$ cat src/rtl/cpu_pkg.sv
// cpu_pkg: shared CPU constants (PC width, bubble word, opcode width)
package cpu_pkg;
   localparam int          PC_W      = 64;
   localparam logic [31:0] NOP_INSTR = 32'h0000_0000;
   localparam int          OPCODE_W  = 11;
endpackage

$ cat src/rtl/branch_target.sv
// branch_target: target = pc + (sign-extended word offset << 2)
// ports: pc (IF/ID pc), UncondBr (1 selects BrAddr26 else CondAddr19),
//        BrAddr26/CondAddr19 (signed word offsets), target (byte address)
module branch_target import cpu_pkg::*; #(
   parameter int PC_W = cpu_pkg::PC_W
) (
   input  logic [PC_W-1:0] pc,
   input  logic            UncondBr,
   input  logic [25:0]     BrAddr26,
   input  logic [18:0]     CondAddr19,
   output logic [PC_W-1:0] target
);
   logic [PC_W-1:0] offset;
   assign offset = UncondBr ? {{(PC_W-26){BrAddr26[25]}}, BrAddr26}
                            : {{(PC_W-19){CondAddr19[18]}}, CondAddr19};
   assign target = pc + (offset << 2);
endmodule

$ cat src/rtl/fetch_stage.sv
// fetch_stage: PC register plus IF/ID pipeline register with one-bubble branch redirect
// ports: clk, reset (sync, active-high), stall (hold PC and IF/ID),
//        BrTaken/UncondBr/BrAddr26/CondAddr19 (ID-stage branch control),
//        imem_addr/imem_data (combinational instruction memory),
//        if_id_instr/if_id_pc/if_id_valid (registered decode inputs)
module fetch_stage import cpu_pkg::*; #(
   parameter int          PC_W      = cpu_pkg::PC_W,
   parameter logic [31:0] NOP_INSTR = cpu_pkg::NOP_INSTR
) (
   input  logic            clk,
   input  logic            reset,
   input  logic            stall,
   input  logic            BrTaken,
   input  logic            UncondBr,
   input  logic [25:0]     BrAddr26,
   input  logic [18:0]     CondAddr19,
   output logic [PC_W-1:0] imem_addr,
   input  logic [31:0]     imem_data,
   output logic [31:0]     if_id_instr,
   output logic [PC_W-1:0] if_id_pc,
   output logic            if_id_valid
);
   logic [PC_W-1:0] pc;
   logic [PC_W-1:0] target;
   logic            take;
   branch_target #(.PC_W(PC_W)) u_bt (
      .pc(if_id_pc),
      .UncondBr(UncondBr),
      .BrAddr26(BrAddr26),
      .CondAddr19(CondAddr19),
      .target(target)
   );
   // a bubble in IF/ID carries no branch, so it can never redirect
   assign take      = BrTaken & if_id_valid;
   assign imem_addr = pc;
   always_ff @(posedge clk) begin
      if (reset) begin
         pc          <= '0;
         if_id_instr <= NOP_INSTR;
         if_id_pc    <= '0;
         if_id_valid <= 1'b0;
      end else if (!stall) begin
         pc          <= take ? target : pc + PC_W'(4);
         if_id_instr <= take ? NOP_INSTR : imem_data;
         if_id_valid <= !take;
         if_id_pc    <= pc;
      end
   end
endmodule

$ cat config.mk
export PLATFORM = sky130hd
export DESIGN_NAME = fetch_stage
export DESIGN_NICKNAME = d
export VERILOG_FILES = /design/src/rtl/cpu_pkg.sv /design/src/rtl/branch_target.sv /design/src/rtl/fetch_stage.sv
export SDC_FILE = /design/constraint.sdc
export NUM_CORES = 1
export LEC_CHECK = 0
export ABC_AREA = 1
export CAP_MARGIN = 20
export CORE_MARGIN = 2
export CORE_UTILIZATION = 60
export DETAILED_ROUTE_END_ITERATION = 10
export DONT_BUFFER_PORTS = 1
export GPL_TIMING_DRIVEN = 0
export PLACE_DENSITY = 0.87
export SYNTH_ARGS = -nofsm -noshare
export SYNTH_HDL_FRONTEND = slang
export SYNTH_HIERARCHICAL = 1
export SYNTH_SLANG_ARGS = --single-unit
$ cat constraint.sdc
create_clock -name clk -period 4 [get_ports clk]
set_input_delay 0.8 -clock clk [delete_from_list [all_inputs] [get_ports clk]]
set_output_delay 0.8 -clock clk [all_outputs]
set_load 0.05 [all_outputs]
### Word level (Yosys, flattened, before mapping)

Cells that the tools add are included.

* bits in registers: 161
* output and inout port bits: 161
* word-level logic and storage cells: 11

* $add $sub $neg: 2
* muxes and demuxes: 3
* bitwise logic cells: 1
* reduce and logical (&&, ||, !) cells: 1

Operators with widths (number)
* 64-bit by 3-bit adder with 64-bit output (second input constant): 1
* 64-bit adder: 1
* 64-bit 2-to-1 mux: 1
* 62-bit 2-to-1 mux: 1
* 32-bit 2-to-1 mux: 1
* 1-bit AND: 1
* 1-bit logical NOT: 1

### Longest topological paths before layout

Gate-level depths: netlist of run 1.

* depth in word-level cells: 3
* depth in mapped cells: 25
* mapped depth without buffers: 23

### By module

The synthesis of run 1 kept the hierarchy.

Modules (own cells, without submodules)
* fetch_stage: times used 1, cells each 1226, area an instance 7881.3 sq um
* branch_target: times used 1, cells each 1303, area an instance 5952.0 sq um

### Worst setup path after synthesis of run 1

OpenSTA, ideal clock, no wires.

* kind: input to register
* from: input UncondBr
* to: register pc[52], in the netlist imem_addr[52]
* setup time: 128 ps
* data arrival time: 3532 ps
* path slack: 340 ps
* cell stages on the path: 18
* path buffers: 1
* path through: buf_2 -> inv_2 -> nand2_1 -> nand2_1 -> ha_1 -> nand2_2 -> nor2_1 -> inv_2 -> nor3_2 -> nand2_1 -> nor2_1 -> nand2_1 -> nand4_1 -> nand2_1 -> nand2_1 -> o21ai_0 -> a21oi_1 -> nor2_1

* longest elaborated chain between the ends: 3

Ends and longest elaborated chain
* start, declared: RTL line fetch_stage.sv:14 `input logic UncondBr,`
* 62-bit 2-to-1 mux: RTL line branch_target.sv:14 `assign offset = UncondBr ? {{(PC_W-26){BrAddr26[25]}}, BrAddr26}`
* 64-bit adder: RTL line branch_target.sv:16 `assign target = pc + (offset << 2);`
* named net target[52]: RTL line fetch_stage.sv:24 `logic [PC_W-1:0] target;`
* 64-bit 2-to-1 mux: RTL line fetch_stage.sv:43 `pc <= take ? target : pc + PC_W'(4);`
* end signal, assigned: RTL line fetch_stage.sv:43
* end, declared: RTL line fetch_stage.sv:23 `logic [PC_W-1:0] pc;`

The timed path passes the listed nets, and every way through them passes these cells.
A chain may end at the register's enable or synchronous reset.

### Final worst setup path of run 1

* from: input UncondBr
* to: register pc[46], in the netlist imem_addr[46]

Same word-level chain as after synthesis.

==> out/results.md, run 1 <==
- finished clean — outcome
- 290 uV — maximum VDD drop
- 0.843 ns — slew of the pin with the lowest slew margin
- input pin — element type at the critical path start
- 32 — Distinct cells, synth
- 4.64% — proportion of layout cells with a drive suffix above 1
- 55 — cell row count
- 6 — Syn. warnings
- 0 — count of pins over their slew limit
- 0 — antenna violations before repair
- register — Critical Path Sink Type
- 52.5 mm — total detailed-routing wirelength
- 2 — number of instances on the worst hold path
- 14200 um^2 — Post-DP Area
- 78.5 mm — first-pass GRT wire length
- 0.07 ns — Worst-path clk slew
- 43.8% — worst rel slew slack
- 14543 — via count of the first global-routing pass
- 90.5% — final worst-path cycle share
- sky130_fd_sc_hd__nand2_1 (1000), sky130_fd_sc_hd__inv_1 (390), sky130_fd_sc_hd__nor2_1 (278) — commonest cells in the synthesized netlist
- imem_addr[46] — endpoint of the lowest-slack register-to-register path
- sky130_fd_sc_hd__nand2_1 (27%), sky130_fd_sc_hd__dfxtp_1 (23%), sky130_fd_sc_hd__inv_1 (11%) — largest cells by area after synthesis
- 4 — maximum level of the CTS H-tree
- 22600 um^2 — core region area
- 16087 — vias after detailed routing
- 68.7% — met2 track demand over resource
- 5.47 um^2 — syn avg cell area
- 24300 um^2 — Die Outline Area
- 2694 — Nets
- sky130_fd_sc_hd__dfxtp_1 — primary flip-flop cell chosen by synthesis mapping
- 12.4% — global-route met3 utilization
- 156 um — die width
- 0 — post-CTS setup buffer count
- yes — CTS tree
- sky130_fd_sc_hd__clkbuf_16 — buffer type at the clock tree root
- 0 — overflow left after global routing
- 0 — maxcap violations
- 0.507 ns — final hold slack
- 161 — clock sink count
- 0% — proportion of synthesized flip-flops having asynchronous set or reset
- in -> reg — path type of the worst min-delay path
- 50.1% — Global Route met1 Usage
- 0 — count of inserted antenna diode cells
- 0.66 ns — register-to-register setup slack
- sky130_fd_sc_hd__nand2_1 — area leader, netlist
- 0 — post-cts repair resize count
- 2304 — FILL cells
- 243 — number of ports placed on the die boundary
- if_id_pc[2] — FF-to-FF Start
- 10 — Critical Path Fanout Max
- 27.1% — Synth top area share
- 14800 um^2 — post-route cell area
- 19 — length in cells of the worst reg-to-reg path
- imem_data[12] — launch point of the worst hold path
- 4.30 ns — Required @ worst endpoint
- 0 — count of input and output buffers
- 0.378 ns — slack of the critical path
- 5.65 — vias per inst
- sky130_fd_sc_hd__nand2_1 — most repeated cell in the gate-level netlist after synthesis
- 2529 — Post-Synthesis Cells
- 61.1% — Initial Util
- 3.62 ns — time the worst path needs with I/O delays and setup
- 43.4 mm — hpwl dp
- 0 ns — final sum of negative setup slack
- 7.27% — signed area change from the synthesized netlist to the final layout
- 161 — flip-flop and latch count after synthesis
- in -> reg — Crit Path Class
- 156 um — overall die height
- 334 nW/um^2 — power density over the cells
- 276 MHz — maximum clock frequency
- met2 — layer with the highest usage after global routing
- 0 — number of enable flip-flop cells after synthesis
- 1.06 — placer congestion estimate
- 18.4 um — post-DR wirelength/cell
- 9 — Initial DRT Pass Iterations
- 0 — Fin. Hold Viols
- 23.3% — sequential fraction of the synthesis area
- 0.43 ns — clock insertion delay at the later pin of the skew report
- no — unrepaired setup endpoints after global routing
- 3.92 ns — data arrival time of the critical path
- 0 — DRC violations left
- 7.36 nW — static leakage
- 0 — final count of negative-setup-slack endpoints
- 1787 — drt first-iter violations
- if_id_instr[12] — Hold Path End
- 0.00918 ns — worst setup skew after layout
- 27 — largest net degree at the start of global routing
- -0.259 ns — pre-CTS worst setup slack
- 2 — deepest clock path buffer count
- 0 — number of hold-repair buffers added at the cts stage
- 13800 um^2 — Post-Syn Area
- 42.4% — GR Util All Layers
- 2674 — number of nets in the synthesized netlist
- 0 — antenna-violating nets left
- 17 — number of buffers created by CTS
sequential cells by signal, summed over array words and instances, names as in the netlist:
signal / flops
imem_addr: 64
if_id_valid: 1
if_id_pc: 64
if_id_instr: 32
cell families (layout without fill, tap and decap cells):
group           Yosys count  count (layout)  synth area share [%]
simple gates           1465            1465                  42.9
buf+inv                 460             493                  12.7
compound gates          333             333                  12.3
flops                   161             161                  23.3
fa+ha+maj                63              63                  5.75
xor+xnor                 47              47                  2.98
worst max-delay path, cell delays in order:
cell	delay, ns
sky130_fd_sc_hd__buf_2	0.18
sky130_fd_sc_hd__inv_2	0.16
sky130_fd_sc_hd__clkbuf_2	0.27
sky130_fd_sc_hd__nand2_1	0.09
sky130_fd_sc_hd__nand2_1	0.08
sky130_fd_sc_hd__ha_1	0.19
sky130_fd_sc_hd__inv_1	0.07
sky130_fd_sc_hd__fa_1	0.40
sky130_fd_sc_hd__inv_1	0.16
sky130_fd_sc_hd__nand2_1	0.07
sky130_fd_sc_hd__nand2_1	0.11
sky130_fd_sc_hd__nand3_1	0.10
sky130_fd_sc_hd__nand2_2	0.13
sky130_fd_sc_hd__nand2_1	0.07
sky130_fd_sc_hd__nand2_2	0.10
sky130_fd_sc_hd__nand2_1	0.07
sky130_fd_sc_hd__nand2_2	0.16
sky130_fd_sc_hd__nand2_1	0.09
sky130_fd_sc_hd__nand3_1	0.07
sky130_fd_sc_hd__nand2_1	0.12
sky130_fd_sc_hd__nand2_1	0.09
sky130_fd_sc_hd__o21ai_0	0.11
sky130_fd_sc_hd__a21oi_1	0.14
sky130_fd_sc_hd__nor2_1	0.05
report_power, final:
group	leakage [nW]	internal (mW)	switching (mW)
combinational	5.74	0.335	0.788
clock	0.301	0.980	0.759
sequential	1.32	1.68	0.407
cell usage in the layout, fill, tap and decap left out, types with 4 or more instances in the layout:
cell type                   synthesis  layout
sky130_fd_sc_hd__nor3_1            12      12
sky130_fd_sc_hd__nor2_2            20      20
sky130_fd_sc_hd__o21ai_0          138     138
sky130_fd_sc_hd__xor2_1            45      45
sky130_fd_sc_hd__clkbuf_16          0      17
sky130_fd_sc_hd__inv_1            390     390
sky130_fd_sc_hd__nand2_1         1000     998
sky130_fd_sc_hd__nor2_4             5       5
sky130_fd_sc_hd__inv_2              5       5
sky130_fd_sc_hd__nor3_2             4       4
sky130_fd_sc_hd__clkbuf_1          41      40
sky130_fd_sc_hd__or2_2              4       4
sky130_fd_sc_hd__buf_1              5       5
sky130_fd_sc_hd__o21bai_1           8       8
sky130_fd_sc_hd__nand3_2           10      10
sky130_fd_sc_hd__inv_6              0       5
sky130_fd_sc_hd__a31oi_1           16      16
sky130_fd_sc_hd__ha_1              62      62
sky130_fd_sc_hd__buf_2             14      14
sky130_fd_sc_hd__nand2_2           16      18
sky130_fd_sc_hd__nand3_1           86      86
sky130_fd_sc_hd__a21oi_1          171     171
sky130_fd_sc_hd__nand4_1           25      25
sky130_fd_sc_hd__nor2_1           278     278
sky130_fd_sc_hd__dfxtp_1          161     161
stage by stage:
stage / std cells / power [mW] / utilization, %
global placement: 2814 / 3.19 / 62.7
finish: 2847 / 4.95 / 65.5
global route: 2847 / 5.14 / 65.5
CTS: 2847 / 4.91 / 65.5
floorplan: 2529 / 2.84 / -
detailed placement: 2815 / 3.21 / 62.8
final cells by class:
cell class                 count  area, um^2  share of cell area [%]
multi-input combinational   1908        8850                    59.7
sequential                   161        3220                    21.7
inverter                     396        1490                    10.0
clock buffer                  19         453                    3.05
tap                          285         357                    2.40
buffer                        64         278                    1.87
clock inverter                13         163                    1.10
timing repair buffer           1        27.5                   0.185
metal layers:
metal | wire (um) | up-vias
met5 | 0 | -
met3 | 6330 | 186
met2 | 22800 | 949
met4 | 3350 | 0
met1 | 20000 | 7108
li1 | - | 7844
how the worst max path moves through the flow:
stage	from	endpoint	slack, ns	cells after the start
after floorplan	UncondBr	imem_addr[52]	0.34	18
after global placement	UncondBr	imem_addr[62]	-0.85	19
after detailed placement	UncondBr	imem_addr[51]	-0.26	20
after CTS	UncondBr	imem_addr[51]	0.16	20
after global routing	UncondBr	imem_addr[56]	0.13	20
final	UncondBr	imem_addr[46]	0.38	24
No activity file was read; power rests on OpenSTA's default activity.
==> run 2: changes to the inputs <==
- ABC_AREA: 1 -> 0
==> out/results.md, run 2 <==
- imem_data[29] — launch point of the worst hold path
- 0 — maxcap violations
- 111% — final worst-path cycle share
- 1.04 ns — slew of the pin with the lowest slew margin
- 24.5 um — post-DR wirelength/cell
- 0.08 ns — Worst-path clk slew
- 145 um — overall die height
- 38 — largest net degree at the start of global routing
- 0 — number of enable flip-flop cells after synthesis
- 161 — clock sink count
- 70.8% — final core utilization
- sky130_fd_sc_hd__nor2_1 — most repeated cell in the gate-level netlist after synthesis
- 12226 — via count of the first global-routing pass
- 0 — count of input and output buffers
- 4.47 mW — power after layout
- sky130_fd_sc_hd__dfxtp_1 — primary flip-flop cell chosen by synthesis mapping
- 61.0% — Initial Util
- 4.44 ns — time the worst path needs with I/O delays and setup
- 11.8% — proportion of layout cells with a drive suffix above 1
- 5.63 nW — static leakage
- UncondBr — timing startpoint of the critical path
- 0.45 ns — clock insertion delay at the later pin of the skew report
- 284 uV — maximum VDD drop
- 12400 um^2 — Post-DP Area
- -1.11 ns — pre-CTS worst setup slack
- 7.51 um^2 — syn avg cell area
- 27.1% — sequential fraction of the synthesis area
- sky130_fd_sc_hd__dfxtp_1 (27%), sky130_fd_sc_hd__a21oi_1 (7.0%), sky130_fd_sc_hd__ha_1 (6.5%) — largest cells by area after synthesis
- 1.03 — placer congestion estimate
- 30.9% — worst rel slew slack
- 324 nW/um^2 — power density over the cells
- 145 um — die width
- 1 — antenna violations before repair
- 13315 — vias after detailed routing
- 6 — Initial DRT Pass Iterations
- if_id_instr[29] — Hold Path End
- 1590 — FILL cells
- 17 — number of buffers created by CTS
- input pin — element type at the critical path start
- in -> reg — path type of the worst min-delay path
- 225 MHz — maximum clock frequency
- simple AND/OR/NAND/NOR gates — CP delay by family, top
- clkbuf_16 -> buf_12 -> mux2_2 -> ha_1 -> and3_1 -> a311oi_4 -> nor4_4 -> a211oi_4 -> a2111oi_4 -> o21ai_1 -> or3b_4 -> xor2_2 -> nand3_1 -> o211ai_1 -> o2111ai_1 -> or4_1 -> o31ai_2 — list of cells traversed by the critical path
- 3220 um^2 — area used by sequential logic in the layout
- 7.02 — vias per inst
- 19500 um^2 — core region area
- 0 — number of hold-repair buffers added at the cts stage
- 0 — DRC violations left
- 2 — number of buffers and inverters on the critical path
- negative setup slack — failing checks
- 7 — Critical Path Fanout Max
- 4.80 ns — data arrival time of the critical path
- 11900 um^2 — Post-Syn Area
- 27.1% — Synth top area share
- 161 — flip-flop and latch count after synthesis
- 66.9 mm — first-pass GRT wire length
- 16.0% — signed area change from the synthesized netlist to the final layout
- 1940 — drt first-iter violations
- 1581 — Post-Synthesis Cells
- 0% — proportion of synthesized flip-flops having asynchronous set or reset
- 41.6% — GR Util All Layers
- 1764 — Nets
- sky130_fd_sc_hd__or4_1 — slowest stage cell, crit path
- in -> reg — Crit Path Class
- 2 — deepest clock path buffer count
- yes — CTS tree
- 51 — cell row count
- 20900 um^2 — Die Outline Area
- yes — unrepaired setup endpoints after global routing
- complete, but fails checks — outcome
- sky130_fd_sc_hd__nor2_1 (180), sky130_fd_sc_hd__dfxtp_1 (161), sky130_fd_sc_hd__a21oi_1 (157) — most used cells in the layout excluding fill and tap cells
- 0.0164 ns — worst setup skew after layout
- sky130_fd_sc_hd__dfxtp_1 — area leader, netlist
- -0.31 ns — register-to-register setup slack
- register — Critical Path Sink Type
- sky130_fd_sc_hd__nor2_1 — commonest non-fill, non-tap cell in the layout
- imem_addr[57] — endpoint of the lowest-slack register-to-register path
- 4.37 ns — Required @ worst endpoint
- -0.437 ns — slack of the critical path
- 33.1 mm — hpwl dp
- 79 — Distinct cells, synth
- 16 — length in cells of the worst reg-to-reg path
- sky130_fd_sc_hd__clkbuf_16 — buffer type at the clock tree root
- 6 — Syn. warnings
- 1726 — number of nets in the synthesized netlist
- 0 — Fin. Hold Viols
- 4 — maximum level of the CTS H-tree
- 3 — number of instances on the worst hold path
- 8690 um^2 — total area of multi-input combinational cells
- 243 — number of ports placed on the die boundary
- 46.4 mm — total detailed-routing wirelength
- 8 — final count of negative-setup-slack endpoints
- 13800 um^2 — post-route cell area
- 0.54 ns — slowest cell delay on critical path
- 0 — overflow left after global routing
- sky130_fd_sc_hd__nor2_1 (185), sky130_fd_sc_hd__a21oi_1 (165), sky130_fd_sc_hd__dfxtp_1 (161) — commonest cells in the synthesized netlist
- 0 — antenna-violating nets left
- 0.610 ns — final hold slack
- 0 — count of pins over their slew limit
- if_id_pc[4] — FF-to-FF Start
- 17 — number of stages on the worst setup path
run 2: logic make-up (layout without fill, tap and decap cells):
kind of cell	count (synthesis)	after routing	share of synthesized area [%]
and+or+nand+nor	628	628	26.0
AOI/OAI and AO/OA	437	437	23.5
DFF	161	161	27.1
buffers and inverters	148	199	4.89
muxes	83	83	7.18
adders and majority gates	63	63	6.70
xor gates and xnor gates	61	61	4.50
other	0	1	0
run 2: routing by layer:
metal  global-route usage (%)  up-vias  part of all wire [%]
li1                         -     5918                     -
met1                     54.1     6169                    38
met2                     66.6     1038                    44
met3                     10.2      190                    13
met4                     16.8        0                   4.3
met5                        0        -                     0
run 2: worst register-to-register path, stage by stage, from the launching register on:
cell	delay, ns
sky130_fd_sc_hd__dfxtp_1	0.71
sky130_fd_sc_hd__ha_4	0.31
sky130_fd_sc_hd__o211ai_1	0.29
sky130_fd_sc_hd__o21bai_4	0.14
sky130_fd_sc_hd__o211ai_1	0.19
sky130_fd_sc_hd__buf_4	0.15
sky130_fd_sc_hd__nand2_2	0.09
sky130_fd_sc_hd__a211oi_4	0.38
sky130_fd_sc_hd__a2111oi_4	0.17
sky130_fd_sc_hd__o21ai_1	0.20
sky130_fd_sc_hd__or3b_4	0.41
sky130_fd_sc_hd__xor2_2	0.19
sky130_fd_sc_hd__nand3_1	0.10
sky130_fd_sc_hd__o211ai_1	0.14
sky130_fd_sc_hd__o2111ai_1	0.13
sky130_fd_sc_hd__or4_1	0.54
sky130_fd_sc_hd__o31ai_2	0.08
run 2: report_power, final:
part | internal, mW | total (mW) | switching [mW]
clock | 0.850 | 1.71 | 0.861
sequential | 1.66 | 1.95 | 0.288
combinational | 0.298 | 0.809 | 0.511
run 2: stage by stage:
step / std cells / setup TNS [ns]
6_report: 1898 / -1.37
5_1_grt: 1897 / -2.20
4_1_cts: 1886 / -0.793
3_5_place_dp: 1846 / -18.57
3_3_place_gp: 1846 / -17.57
2_1_floorplan: 1581 / -0.305
run 2: worst max-delay path by stage:
stage / to
global placement: imem_addr[57]
global route: imem_addr[57]
CTS: imem_addr[57]
detailed placement: imem_addr[57]
finish: imem_addr[57]
floorplan: imem_addr[57]
run 2: area by class of cell:
class                      instances  share of cell area (%)
multi-input combinational       1272                    63.1
sequential                       161                    23.4
buffer                            99                    3.45
clock buffer                      17                    3.09
tap                              265                    2.41
timing repair buffer              38                    2.38
clock inverter                    15                    1.36
inverter                          30                   0.817
antenna                            1                  0.0182
run 2: repair_timing:
item,CTS,global route
gates resized for setup,30,80
setup buffers,14,23
endpoints found under the hold margin,0,0
gates cloned,1,1
endpoints found under the setup margin,23,22
pin swaps,16,49
==> run 3: changes to the inputs <==
- CORE_MARGIN: 2 -> 10
==> out/results.md, run 3 (synthesized netlist as in run 2, its figures left out) <==
- 6 — Critical Path Fanout Max
- 0 — count of inserted antenna diode cells
- 5.68 nW — static leakage
- register — Critical Path Sink Type
- 4.35 ns — Required @ worst endpoint
- 61.0% — Initial Util
- 109% — final worst-path cycle share
- if_id_instr[8] — Hold Path End
- 229 MHz — maximum clock frequency
- 12.8% — proportion of layout cells with a drive suffix above 1
- in -> reg — path type of the worst min-delay path
- 17 — number of buffers created by CTS
- 13900 um^2 — post-route cell area
- input pin — element type at the critical path start
- 161 um — die width
- 243 — number of ports placed on the die boundary
- imem_data[8] — launch point of the worst hold path
- imem_addr[57] — endpoint of the lowest-slack register-to-register path
- 0 — Fin. Hold Viols
- 0 — count of pins over their slew limit
- in -> reg — Crit Path Class
- 12400 um^2 — Post-DP Area
- sky130_fd_sc_hd__or4_1 — slowest stage cell, crit path
- 4 — maximum level of the CTS H-tree
- 0.07 ns — Worst-path clk slew
- sky130_fd_sc_hd__nor2_1 — commonest non-fill, non-tap cell in the layout
- 0.0161 ns — worst setup skew after layout
- 161 — clock sink count
- 16.8% — signed area change from the synthesized netlist to the final layout
- 0 — antenna violations before repair
- 0 — overflow left after global routing
- if_id_pc[6] — FF-to-FF Start
- 51 — cell row count
- 36.1% — GR Util All Layers
- 1764 — Nets
- 74.9 mm — first-pass GRT wire length
- complete, but fails checks — outcome
- 16 — length in cells of the worst reg-to-reg path
- clkbuf_16 -> buf_12 -> mux2i_4 -> inv_2 -> ha_4 -> a211oi_4 -> o21bai_2 -> o211ai_1 -> nand2_2 -> a211oi_4 -> buf_6 -> a2111oi_4 -> o21ai_1 -> or3b_4 -> xor2_2 -> nand3_1 -> o211ai_1 -> o2111ai_1 -> or4_1 -> o31ai_1 — list of cells traversed by the critical path
- 23.6% — worst rel slew slack
- 36.2 mm — hpwl dp
- 3 — number of instances on the worst hold path
- compound AO/OA/AOI/OAI gates — CP delay by family, top
- 13352 — vias after detailed routing
- 0 — maxcap violations
- 0.44 ns — slowest cell delay on critical path
- 161 um — overall die height
- 0 — count of input and output buffers
- 4.48 mW — power after layout
- negative setup slack — failing checks
- 1875 — drt first-iter violations
- 299 uV — maximum VDD drop
- 1.14 ns — slew of the pin with the lowest slew margin
- -0.575 ns — final sum of negative setup slack
- 323 nW/um^2 — power density over the cells
- 0.44 ns — clock insertion delay at the later pin of the skew report
- 7.04 — vias per inst
- yes — CTS tree
- 4 — number of buffers and inverters on the critical path
- yes — unrepaired setup endpoints after global routing
- 8 — Initial DRT Pass Iterations
- 25800 um^2 — Die Outline Area
- 1.00 — placer congestion estimate
- 26.3 um — post-DR wirelength/cell
- 0 — number of hold-repair buffers added at the cts stage
- 2 — deepest clock path buffer count
- sky130_fd_sc_hd__nor2_1 (182), sky130_fd_sc_hd__dfxtp_1 (160), sky130_fd_sc_hd__a21oi_1 (149) — most used cells in the layout excluding fill and tap cells
- 49.8 mm — total detailed-routing wirelength
- -0.28 ns — register-to-register setup slack
- 12656 — via count of the first global-routing pass
- 19500 um^2 — core region area
- 6 — final count of negative-setup-slack endpoints
- sky130_fd_sc_hd__clkbuf_16 — buffer type at the clock tree root
- -0.364 ns — slack of the critical path
- 4.36 ns — time the worst path needs with I/O delays and setup
- 4.71 ns — data arrival time of the critical path
- 0 — antenna-violating nets left
- 1561 — FILL cells
- 20 — largest net degree at the start of global routing
- 0 — DRC violations left
==> run 3: cell type report <==
cell class	instances	area [um^2]	share of cell area, %
tap	265	332	2.39
clock inverter	15	179	1.29
timing repair buffer	38	365	2.63
buffer	98	494	3.56
clock buffer	17	425	3.07
multi-input combinational	1273	8740	63.0
sequential	161	3220	23.2
inverter	30	113	0.812
==> run 3: metal layers <==
metal | GRT usage, % | share of wire [%] | up-vias
li1 | - | - | 5923
met1 | 44.8 | 38 | 6211
met2 | 56.1 | 44 | 1026
met3 | 12.7 | 14 | 192
met4 | 14.4 | 4.4 | 0
met5 | 0 | 0 | -
==> run 3: how the worst max path moves through the flow <==
| stage | from | to | slack [ns] | cells past startpoint |
|---|---|---|---|---|
| after floorplan | UncondBr | imem_addr[57] | -0.30 | 19 |
| after global placement | UncondBr | imem_addr[57] | -1.10 | 18 |
| after detailed placement | UncondBr | imem_addr[57] | -1.10 | 18 |
| after CTS | UncondBr | imem_addr[57] | -0.17 | 19 |
| after global routing | UncondBr | imem_addr[57] | -0.45 | 20 |
| final | UncondBr | imem_addr[57] | -0.36 | 20 |
==> run 3: worst min-delay path, delay by kind of cell <==
family          cells  cell delay (ns)
compound gates      1             0.04
simple gates        2             0.19
==> run 3: report_power, final <==
| part | internal (mW) | switching [mW] | leakage [nW] |
|---|---|---|---|
| combinational | 0.313 | 0.529 | 4.08 |
| clock | 0.848 | 0.844 | 0.295 |
| sequential | 1.66 | 0.291 | 1.31 |
| total | 2.82 | 1.66 | 5.68 |
==> run 3: repair_timing <==
action	in CTS	in global routing
pin swaps	37	40
setup buffers	23	11
gates cloned	5	0
gates resized for setup	75	48
endpoints found under the setup margin	22	19
==> run 3: metrics by stage <==
stage          cells  setup WS (ns)  hold WS [ns]  utilization (%)
2_1_floorplan   1581         -0.305         0.686                -
6_report        1897         -0.364         0.622             71.3
5_1_grt         1897         -0.454         0.639             71.3
3_5_place_dp    1846          -1.10         0.733             63.7
4_1_cts         1895         -0.166         0.613             69.9
3_3_place_gp    1846          -1.10         0.726             63.7
